**src/rtl/lsu_pkg.sv**
```systemverilog
// Shared definitions for the load/store unit: RV32I funct3 encodings for
// memory accesses, FSM state encoding and a funct3 legality helper.
package lsu_pkg;

  localparam logic [2:0] F3_B  = 3'b000;
  localparam logic [2:0] F3_H  = 3'b001;
  localparam logic [2:0] F3_W  = 3'b010;
  localparam logic [2:0] F3_BU = 3'b100;
  localparam logic [2:0] F3_HU = 3'b101;

  // Encoding values are kept identical to the legacy localparam constants.
  typedef enum logic [1:0] {
    S_IDLE   = 2'd0,
    S_ACCESS = 2'd1,
    S_WB     = 2'd2
  } state_t;

  // Stores only accept B/H/W; loads additionally accept BU/HU.
  function automatic logic f3_legal(input logic [2:0] funct3, input logic is_store);
    logic legal;
    legal = 1'b0;
    case (funct3)
      F3_B, F3_H, F3_W: legal = 1'b1;
      F3_BU, F3_HU:     legal = !is_store;
      default:          legal = 1'b0;
    endcase
    return legal;
  endfunction

endpackage

```
**src/rtl/lsu_align.sv**
```systemverilog
// Purely combinational lane alignment for word-addressed memory accesses.
// Ports:
//   funct3, is_store, ea_lo : access size/type and byte offset within the word
//   store_data              : rs2 operand for stores
//   rdata                   : read word from the bus for loads
//   wdata, wstrb            : lane-replicated store data and byte strobes
//   misaligned              : offset not natural for the size, or illegal funct3
//   load_data               : extracted and sign/zero-extended load result
module lsu_align
  import lsu_pkg::*;
(
  input  logic [2:0]  funct3,
  input  logic        is_store,
  input  logic [1:0]  ea_lo,
  input  logic [31:0] store_data,
  input  logic [31:0] rdata,
  output logic [31:0] wdata,
  output logic [3:0]  wstrb,
  output logic        misaligned,
  output logic [31:0] load_data
);

  logic [7:0]  lane_b;
  logic [15:0] lane_h;

  always_comb begin
    misaligned = !f3_legal(funct3, is_store);
    // funct3[1:0] carries the access size for both signed and unsigned loads.
    case (funct3[1:0])
      2'b01:   if (ea_lo[0])      misaligned = 1'b1;
      2'b10:   if (ea_lo != 2'b00) misaligned = 1'b1;
      default: ;
    endcase
  end

  always_comb begin
    wdata = '0;
    wstrb = '0;
    if (is_store) begin
      case (funct3)
        F3_B: begin
          wdata = {4{store_data[7:0]}};
          wstrb = 4'b0001 << ea_lo;
        end
        F3_H: begin
          wdata = {2{store_data[15:0]}};
          wstrb = ea_lo[1] ? 4'b1100 : 4'b0011;
        end
        F3_W: begin
          wdata = store_data;
          wstrb = 4'b1111;
        end
        default: begin
          wdata = '0;
          wstrb = '0;
        end
      endcase
    end
  end

  always_comb begin
    case (ea_lo)
      2'd0:    lane_b = rdata[7:0];
      2'd1:    lane_b = rdata[15:8];
      2'd2:    lane_b = rdata[23:16];
      default: lane_b = rdata[31:24];
    endcase
    lane_h = ea_lo[1] ? rdata[31:16] : rdata[15:0];
  end

  always_comb begin
    case (funct3)
      F3_B:    load_data = {{24{lane_b[7]}}, lane_b};
      F3_BU:   load_data = {24'd0, lane_b};
      F3_H:    load_data = {{16{lane_h[15]}}, lane_h};
      F3_HU:   load_data = {16'd0, lane_h};
      default: load_data = rdata;
    endcase
  end

endmodule

```
**src/rtl/lsu.sv**
```systemverilog
// Multi-cycle load/store unit for the RV32I core; one transaction in flight.
// Ports:
//   clk, rst                      : clock, asynchronous active-high reset
//   in_valid/in_ready             : issue handshake (ready only in IDLE)
//   in_is_store, in_funct3        : access type and size
//   in_rs1_data, in_imm           : base and offset forming the effective address
//   in_rs2_data, in_rd_addr       : store data, load destination
//   mem_req/we/addr/wdata/wstrb   : bus request, held until mem_ready
//   mem_ready, mem_rdata          : bus completion and read word
//   rd_addr/rd_write_enable/rd_write_data : register file write port
//   done, misaligned              : retire pulse and fault flag
module lsu
  import lsu_pkg::*;
#(
  parameter int ADDR_WIDTH = 32
) (
  input  logic                  clk,
  input  logic                  rst,
  input  logic                  in_valid,
  output logic                  in_ready,
  input  logic                  in_is_store,
  input  logic [2:0]            in_funct3,
  input  logic [31:0]           in_rs1_data,
  input  logic [31:0]           in_rs2_data,
  input  logic [31:0]           in_imm,
  input  logic [4:0]            in_rd_addr,
  output logic                  mem_req,
  output logic                  mem_we,
  output logic [ADDR_WIDTH-1:0] mem_addr,
  output logic [31:0]           mem_wdata,
  output logic [3:0]            mem_wstrb,
  input  logic                  mem_ready,
  input  logic [31:0]           mem_rdata,
  output logic [4:0]            rd_addr,
  output logic                  rd_write_enable,
  output logic [31:0]           rd_write_data,
  output logic                  done,
  output logic                  misaligned
);

  state_t      state;
  logic [2:0]  funct3_q;
  logic        is_store_q;
  logic [1:0]  ea_lo_q;

  logic [31:0] ea;
  logic        idle;
  logic        accept;

  logic [2:0]  a_funct3;
  logic        a_is_store;
  logic [1:0]  a_ea_lo;
  logic [31:0] a_wdata;
  logic [3:0]  a_wstrb;
  logic        a_misaligned;
  logic [31:0] a_load_data;

  assign ea       = in_rs1_data + in_imm;
  assign idle     = (state == S_IDLE);
  assign in_ready = idle;
  assign accept   = in_valid && in_ready;

  // A single aligner serves both phases: in IDLE it sees the incoming
  // request (store lanes, fault check); afterwards it sees the latched
  // request so the load path can extract from mem_rdata.
  assign a_funct3   = idle ? in_funct3   : funct3_q;
  assign a_is_store = idle ? in_is_store : is_store_q;
  assign a_ea_lo    = idle ? ea[1:0]     : ea_lo_q;

  lsu_align u_align (
    .funct3     (a_funct3),
    .is_store   (a_is_store),
    .ea_lo      (a_ea_lo),
    .store_data (in_rs2_data),
    .rdata      (mem_rdata),
    .wdata      (a_wdata),
    .wstrb      (a_wstrb),
    .misaligned (a_misaligned),
    .load_data  (a_load_data)
  );

  always_ff @(posedge clk or posedge rst) begin
    if (rst) begin
      state           <= S_IDLE;
      funct3_q        <= '0;
      is_store_q      <= 1'b0;
      ea_lo_q         <= '0;
      mem_req         <= 1'b0;
      mem_we          <= 1'b0;
      mem_addr        <= '0;
      mem_wdata       <= '0;
      mem_wstrb       <= '0;
      rd_addr         <= '0;
      rd_write_enable <= 1'b0;
      rd_write_data   <= '0;
      done            <= 1'b0;
      misaligned      <= 1'b0;
    end else begin
      done            <= 1'b0;
      misaligned      <= 1'b0;
      rd_write_enable <= 1'b0;
      case (state)
        S_IDLE: begin
          if (accept) begin
            funct3_q   <= in_funct3;
            is_store_q <= in_is_store;
            ea_lo_q    <= ea[1:0];
            rd_addr    <= in_rd_addr;
            if (a_misaligned) begin
              // Faults retire straight from IDLE without touching the bus.
              done       <= 1'b1;
              misaligned <= 1'b1;
            end else begin
              state     <= S_ACCESS;
              mem_req   <= 1'b1;
              mem_we    <= in_is_store;
              mem_addr  <= {ea[ADDR_WIDTH-1:2], 2'b00};
              mem_wdata <= a_wdata;
              mem_wstrb <= a_wstrb;
            end
          end
        end
        S_ACCESS: begin
          if (mem_ready) begin
            mem_req <= 1'b0;
            mem_we  <= 1'b0;
            if (is_store_q) begin
              done  <= 1'b1;
              state <= S_IDLE;
            end else begin
              // Outputs registered here are the ones visible during WB.
              rd_write_data   <= a_load_data;
              rd_write_enable <= (rd_addr != 5'd0);
              done            <= 1'b1;
              state           <= S_WB;
            end
          end
        end
        S_WB: begin
          state <= S_IDLE;
        end
        default: begin
          state <= S_IDLE;
        end
      endcase
    end
  end

endmodule

```
**config.mk**
```make
export PLATFORM = sky130hd
export DESIGN_NAME = lsu
export DESIGN_NICKNAME = d
export VERILOG_FILES = /design/src/rtl/lsu_pkg.sv /design/src/rtl/lsu_align.sv /design/src/rtl/lsu.sv
export SDC_FILE = /design/constraint.sdc
export NUM_CORES = 1
export LEC_CHECK = 0
export ABC_CLOCK_PERIOD_IN_PS = 4500
export BUFFER_PORTS_ARGS = -buffer_cell sky130_fd_sc_hd__buf_2
export CAP_MARGIN = 10
export CELL_PAD_IN_SITES_DETAIL_PLACEMENT = 1
export CELL_PAD_IN_SITES_GLOBAL_PLACEMENT = 2
export CORE_MARGIN = 2
export CORE_UTILIZATION = 29
export DETAILED_ROUTE_END_ITERATION = 8
export GPL_TIMING_DRIVEN = 0
export PLACE_DENSITY = 0.83
export SETUP_SLACK_MARGIN = 0.05
export SKIP_CTS_REPAIR_TIMING = 1
export SYNTH_ARGS = -nofsm -noshare
export SYNTH_HDL_FRONTEND = slang
export SYNTH_SLANG_ARGS = --single-unit
```
**constraint.sdc**
```tcl
create_clock -name clk -period 4.5 [get_ports clk]
set_clock_uncertainty 0.2 [all_clocks]
set_input_delay 0.45 -clock clk [delete_from_list [all_inputs] [get_ports clk]]
set_output_delay 0.45 -clock clk [all_outputs]
set_load 0.05 [all_outputs]
```
# Word-level counts from Yosys, hierarchy flattened
# Cells that the tools add are included.
totals:
  register_bits: 116
classes:
  bitwise_logic: 2
  n_reduce_logical: 16
  n_eq_ne: 12
  n_addsub: 1
  shifts: 1
  muxes: 35
op_table:
  columns: ["op", "count"]
  rows:
  - ["one-hot mux 32 bit (4 select lines)", 1]
  - ["one-hot mux 32 bit (3 select lines)", 1]
  - ["adder 32 bit", 1]
  - ["2-to-1 mux 32 bit", 1]
  - ["one-hot mux 8 bit (3 select lines)", 1]
  - ["2-to-1 mux 16 bit", 1]
  - ["2-to-1 mux 1 bit", 15]
  - ["one-hot mux 4 bit (3 select lines)", 1]
  - ["2-to-1 mux 2 bit", 5]
  - ["one-hot mux 1 bit (2 select lines)", 5]
  - ["AND reduction 3 bit", 3]
  - ["2-to-1 mux 4 bit", 2]
  - ["equality test 2 x 1 -> 1 bit, second input constant", 3]
  - ["equality test 3 bit, second input constant", 2]
  - ["nonzero test 5 bit", 1]
  - ["equality test 2 bit, second input constant", 2]
  - ["zero test 2 bit", 2]
  - ["inequality test 2 bit, second input constant", 2]
  - ["one-hot mux 2 bit (2 select lines)", 1]
  - ["AND reduction 4 bit", 1]
  - ["nonzero test 2 bit", 2]
  - ["<< shifter 1 x 2 -> 4 bit, first input constant", 1]
  - ["equality test 3 x 1 -> 1 bit, second input constant", 1]
  - ["equality test 3 x 2 -> 1 bit, second input constant", 1]
  - ["9 further kinds", 11]

# Depth between registers and ports, before layout
depth:
  word_depth: 11
  mapped_depth: 15
  mapped_depth_nobuf: 11

# By module
# Synthesis repeated with hierarchy kept, for this count alone.
hier_totals:
  cells_unflattened: 819
  area_unflattened_um2: 7567.3
by_module_without_submodules:
  columns: ["module", "area_each_um2", "cells_per_inst", "seq_area_each_um2", "instances"]
  rows:
  - ["lsu", 6023.3, 598, 2902.8, 1]
  - ["lsu_align", 1544.0, 221, 0.0, 1]

# Least setup slack after synthesis
# OpenSTA, ideal clock, no wires.
synth_timing:
  path_type: "register to register"
  start: "register state[1]"
  end: "register mem_addr[24]"
  path_buffers: 5
  synth_period_minus_slack_ps: 3374
  arrival_time_ps: 3039
  stages_incl_launch_ff: 16
  slack_ps: 1126
  path_cell_list: "dfrtp_1 buf_2 nor2_4 mux2i_1 inv_2 clkbuf_1 ha_1 inv_1 o31ai_1 o211a_4 nand2_4 buf_6 buf_4 buf_2 nand2_1 o21ai_0"
synth_between:
  elab_chain_cells: 10
  word_cells_on_any_way: 23
synth_rtl:
  columns: ["item", "line", "text"]
  rows:
  - ["start, declared", "lsu.sv:41", "state_t state;"]
  - ["start signal, assigned", "lsu.sv:84", "state <= S_IDLE;"]
  - ["start signal, assigned", "lsu.sv:114", "state <= S_ACCESS;"]
  - ["start signal, assigned", "lsu.sv:129", "state <= S_IDLE;"]
  - ["zero test 2 bit *", "lsu.sv:59", "assign idle = (state == S_IDLE);"]
  - ["net in_ready", "lsu.sv:20", "output logic in_ready,"]
  - ["2-to-1 mux 3 bit", "lsu.sv:66", "assign a_funct3 = idle ? in_funct3 : funct3_q;"]
  - ["equality test 3 x 2 -> 1 bit, or another cell as far along", "lsu_pkg.sv:22", "case (funct3)"]
  - ["OR reduction 3 bit or OR reduction 2 bit (tied branches)", "lsu_pkg.sv:22", null]
  - ["one-hot mux 1 bit (2 select lines)", "lsu_pkg.sv:22", null]
  - ["zero test 1 bit", "lsu_align.sv:27", "misaligned = !f3_legal(funct3, is_store);"]
  - ["2-to-1 mux 1 bit, on equally long branches", "lsu_align.sv:31, lsu_align.sv:30", null]
  - ["one-hot mux 1 bit (2 select lines)", "lsu_align.sv:29", "case (funct3[1:0])"]
  - ["NOT 1 bit (no line)", null, null]
  - ["AND reduction 3 bit (no line) *", null, null]
  - ["end signal, assigned", "lsu.sv:117", "mem_addr <= {ea[ADDR_WIDTH-1:2], 2'b00};"]
  - ["end, declared", "lsu.sv:29", "output logic [ADDR_WIDTH-1:0] mem_addr,"]
# The timed path passes the listed nets; every way through them passes the cells marked *.
# A chain may end at the register's enable or synchronous reset.

# Worst setup path in the final report
layout_timing:
  start: "register state[1]"
  end: "register mem_wdata[18]"
layout_between:
  elab_chain_cells: 10
  word_cells_on_any_way: 25
layout_rtl:
  columns: ["item", "line", "text"]
  rows:
  - ["zero test 2 bit *", "lsu.sv:59, lsu.sv:102", null]
  - ["2-to-1 mux 3 bit", "lsu.sv:66", null]
  - ["equality test 3 x 2 -> 1 bit, or another cell as far along", "lsu_pkg.sv:22, lsu_align.sv:40", null]
  - ["OR reduction 3 bit or OR reduction 2 bit (tied branches)", "lsu_pkg.sv:22", null]
  - ["one-hot mux 1 bit (2 select lines)", "lsu_pkg.sv:22", null]
  - ["zero test 1 bit", "lsu_align.sv:27", null]
  - ["2-to-1 mux 1 bit, on equally long branches", "lsu_align.sv:31, lsu_align.sv:30", null]
  - ["one-hot mux 1 bit (2 select lines)", "lsu_align.sv:29", null]
  - ["NOT 1 bit (no line)", null, null]
  - ["AND reduction 3 bit (no line)", null, null]
  - ["end signal, assigned", "lsu.sv:118", "mem_wdata <= a_wdata;"]
  - ["end, declared", "lsu.sv:30", "output logic [31:0] mem_wdata,"]
# Every way passes the cells marked *; elsewhere a longest branch is shown, timed or not.

==> impl_metrics.env <==
export IMPL_run_status="completed"
export IMPL_report_final_slew_viol_count=0
export IMPL_mappedNetlistArea_mm2=0.007302
export IMPL_cp_data_required_time_ps=4600
export IMPL_syn_to_final_growth_pct=31.82
export IMPL_synth_lib_cells_used_distinct=78
export IMPL_cts_buffers=17
export IMPL_postSynth_topFlopCell="sky130_fd_sc_hd__dfrtp_1"
export IMPL_synth_warnings=0
export IMPL_f_max_ghz=0.2564
export IMPL_cts_clk_pin_slew_worst_paths_ps=50
export IMPL_synth_seq_cells=116
export IMPL_routed_wirelength_um=27450
export IMPL_cts_tree="built"
export IMPL_unrepaired_setup_endpoints_after_global_routing="no"
export IMPL_grt_pass1_wl_um=43350
export IMPL_ff_latch_area_mm2=0.002903
export IMPL_wl_per_cell_um=18.79
export IMPL_timing_hold_ws_ps=32.95
export IMPL_design_power_total_mw=7.320
export IMPL_synthDominantAreaCellType="sky130_fd_sc_hd__dfrtp_1"
export IMPL_max_slew_worst_pin_slew_ps=1092
export IMPL_fp_dieArea_mm2=0.02646
export IMPL_drt_vias_per_instance=5.140
export IMPL_synth_seq_area_share=0.3975
export IMPL_max_clock_path_buffers=2
export IMPL_average_size_of_a_mapped_cell_um2=8.641
export IMPL_floorplan_io_pins=252
export IMPL_clock_latency_on_the_worst_skew_pair_ps=410
export IMPL_drive_gt1_frac=0.3038
export IMPL_setup_worst_path_class="flop to flop"
export IMPL_cp_common_cell="sky130_fd_sc_hd__clkbuf_1"
export IMPL_final_net_count=1292
export IMPL_worstSetupEndpointType="flop"
export IMPL_fp_dieH_um=162.7
export IMPL_area_of_combinational_cells_with_multiple_inputs_mm2=0.004090
export IMPL_ir_worst_vdd_mv=0.3208
export IMPL_dr_pass1_iters=4
export IMPL_row_count=58
export IMPL_max_cap_viol_count=0
export IMPL_final_period_minus_worst_setup_slack_ps=3901
export IMPL_coreArea_mm2=0.02496
export IMPL_worst_hold_path_type="input port to flop"
export IMPL_placement_io_buffers=249
export IMPL_synth_cells=845
export IMPL_cts_h_tree_lvls=4
export IMPL_die_width_um=162.7
export IMPL_synth_async_sr_flop_share=1.000
export IMPL_ys_top_cells_by_area="sky130_fd_sc_hd__dfrtp_1, sky130_fd_sc_hd__nand2_1, sky130_fd_sc_hd__ha_1, sky130_fd_sc_hd__a21oi_1, sky130_fd_sc_hd__o21ai_0"
export IMPL_globalRoute_totalOverflow=0
export IMPL_detail_route_antenna_nets=0
export IMPL_design_area_final_mm2=0.009625
export IMPL_setup_tns_ps=0
export IMPL_powerDensity_mw_per_mm2=760.4
export IMPL_track_usage=0.2085
export IMPL_post_route_period_util=0.8669
export IMPL_worst_slew_margin_rel=0.2666
export IMPL_placed_cell_area_mm2=0.008997
export IMPL_start_util=0.2925
export IMPL_remaining_design_rule_violation_count=0
export IMPL_drt_initial_drc_count=408
export IMPL_vias=7510
export IMPL_cellLeakagePower_nw=4.721
export IMPL_critical_path_arrival_ps=4000
export IMPL_final_hold_viol_count=0
export IMPL_grt_start_max_net_pins=77
export IMPL_first_global_vias=7891
export IMPL_cts_root_buf="sky130_fd_sc_hd__clkbuf_16"
export IMPL_critical_path_peak_fanout=11
export IMPL_final_core_utilization=0.3856
export IMPL_synth_enable_flop_cells=0
export IMPL_critical_path_max_stage_delay_ps=440
export IMPL_globalplace_congestion=0.8497
export IMPL_number_of_antenna_violations_at_the_first_check_in_global_routing=1
export IMPL_cp_cell_sequence="buf_2, nor2_4, mux2i_1, clkbuf_1, ha_1, clkbuf_1, o21ai_0, a21o_1, clkbuf_1, o31ai_1"
export IMPL_critical_path_slowest_cell="sky130_fd_sc_hd__clkbuf_1"
export IMPL_cts_num_sinks=116
export IMPL_cp_start_kind="flop"
export IMPL_layout_cells_most_common_list="sky130_fd_sc_hd__buf_2, sky130_fd_sc_hd__nand2_1, sky130_fd_sc_hd__dfrtp_1"
export IMPL_final_common_cell="sky130_fd_sc_hd__buf_2"
export IMPL_synth_top_area_share=0.3975
export IMPL_setup_viol=0
export IMPL_fillers=3099
export IMPL_dpl_hpwl_um=21310
==> cell usage after synthesis (all sizes together) (15+ instances only) <==
library cell  number
a21oi             71
a22oi             16
buf               24
clkbuf            27
dfrtp            116
ha                34
inv               19
nand2            170
nand3             27
nor2              51
nor3              15
o21ai             63
o31ai             28
xor2              16
==> worst max-delay path, delay by kind of cell, from the launching register on <==
kind | cells | cell delay (ps)
flops | 1 | 370
fa+ha+maj | 1 | 300
buf+inv | 4 | 1320
mux | 1 | 410
simple gates | 1 | 280
compound gates | 3 | 900
==> report_power, final <==
group	total (mW)	internal, mW	leakage [nW]	switching, mW
Sequential	1.77	1.50	1.47	0.266
Clock	1.43	0.927	0.299	0.502
Combinational	4.12	1.04	2.95	3.08
Total	7.32	3.47	4.72	3.85
==> final timing paths <==
path | slack [ps] | depth (start not counted) | to | start
setup reg to reg | 600 | 10 | mem_wdata[18] | state[1]
setup / recovery | 600 | 10 | mem_wdata[18] | state[1]
max in group asynchronous | 2930 | 4 | mem_wdata[24] | rst
hold / removal | 30 | 3 | rd_addr[1] | in_rd_addr[1]
hold reg to reg | 260 | 2 | mem_wdata[1] | mem_wdata[1]
min in group asynchronous | 400 | 3 | mem_addr[4] | rst
==> layer usage <==
| metal | up-vias | wire (um) | global-route usage |
|---|---|---|---|
| met5 | - | 0 | 0 |
| met4 | 0 | 460 | 0.05109 |
| met3 | 29 | 1474 | 0.04405 |
| met2 | 198 | 13310 | 0.3607 |
| met1 | 3665 | 12200 | 0.2654 |
| li1 | 3618 | - | - |
==> final cells by class <==
type                       count  area share
clock inverter                 9     0.01300
sequential                   116      0.3016
inverter                      19    0.007929
buffer                        51     0.02509
multi-input combinational    660      0.4249
tap                          330     0.04290
antenna                        2   0.0005200
clock buffer                  23     0.05070
timing repair buffer         251      0.1334
==> state kept, by name (all words and copies together) (netlist names), 2 cells and up <==
register / count
mem_wdata: 32
rd_write_data: 32
mem_addr: 30
rd_addr: 5
mem_wstrb: 4
funct3_q: 3
ea_lo_q: 2
state: 2
==> through the flow <==
step / instances / setup slack [ps]
finish: 1461 / 599.1
detailed placement: 1426 / 552.8
floorplan: 846 / 777.6
global route: 1459 / 227.9
global placement: 1425 / -999.3
CTS: 1458 / 508.2
==> logic make-up after synthesis <==
logic type                 after synthesis  share of synthesized area
muxes                                   11                    0.01542
DFF                                    116                     0.3975
AOI/OAI and AO/OA                      284                     0.2659
and+or+nand+nor                        305                     0.1892
buffers and inverters                   70                    0.04284
xor gates and xnor gates                23                    0.02759
other                                    1                  0.0005136
adders and majority gates               35                    0.06100
No activity file was read; power rests on OpenSTA's default activity.
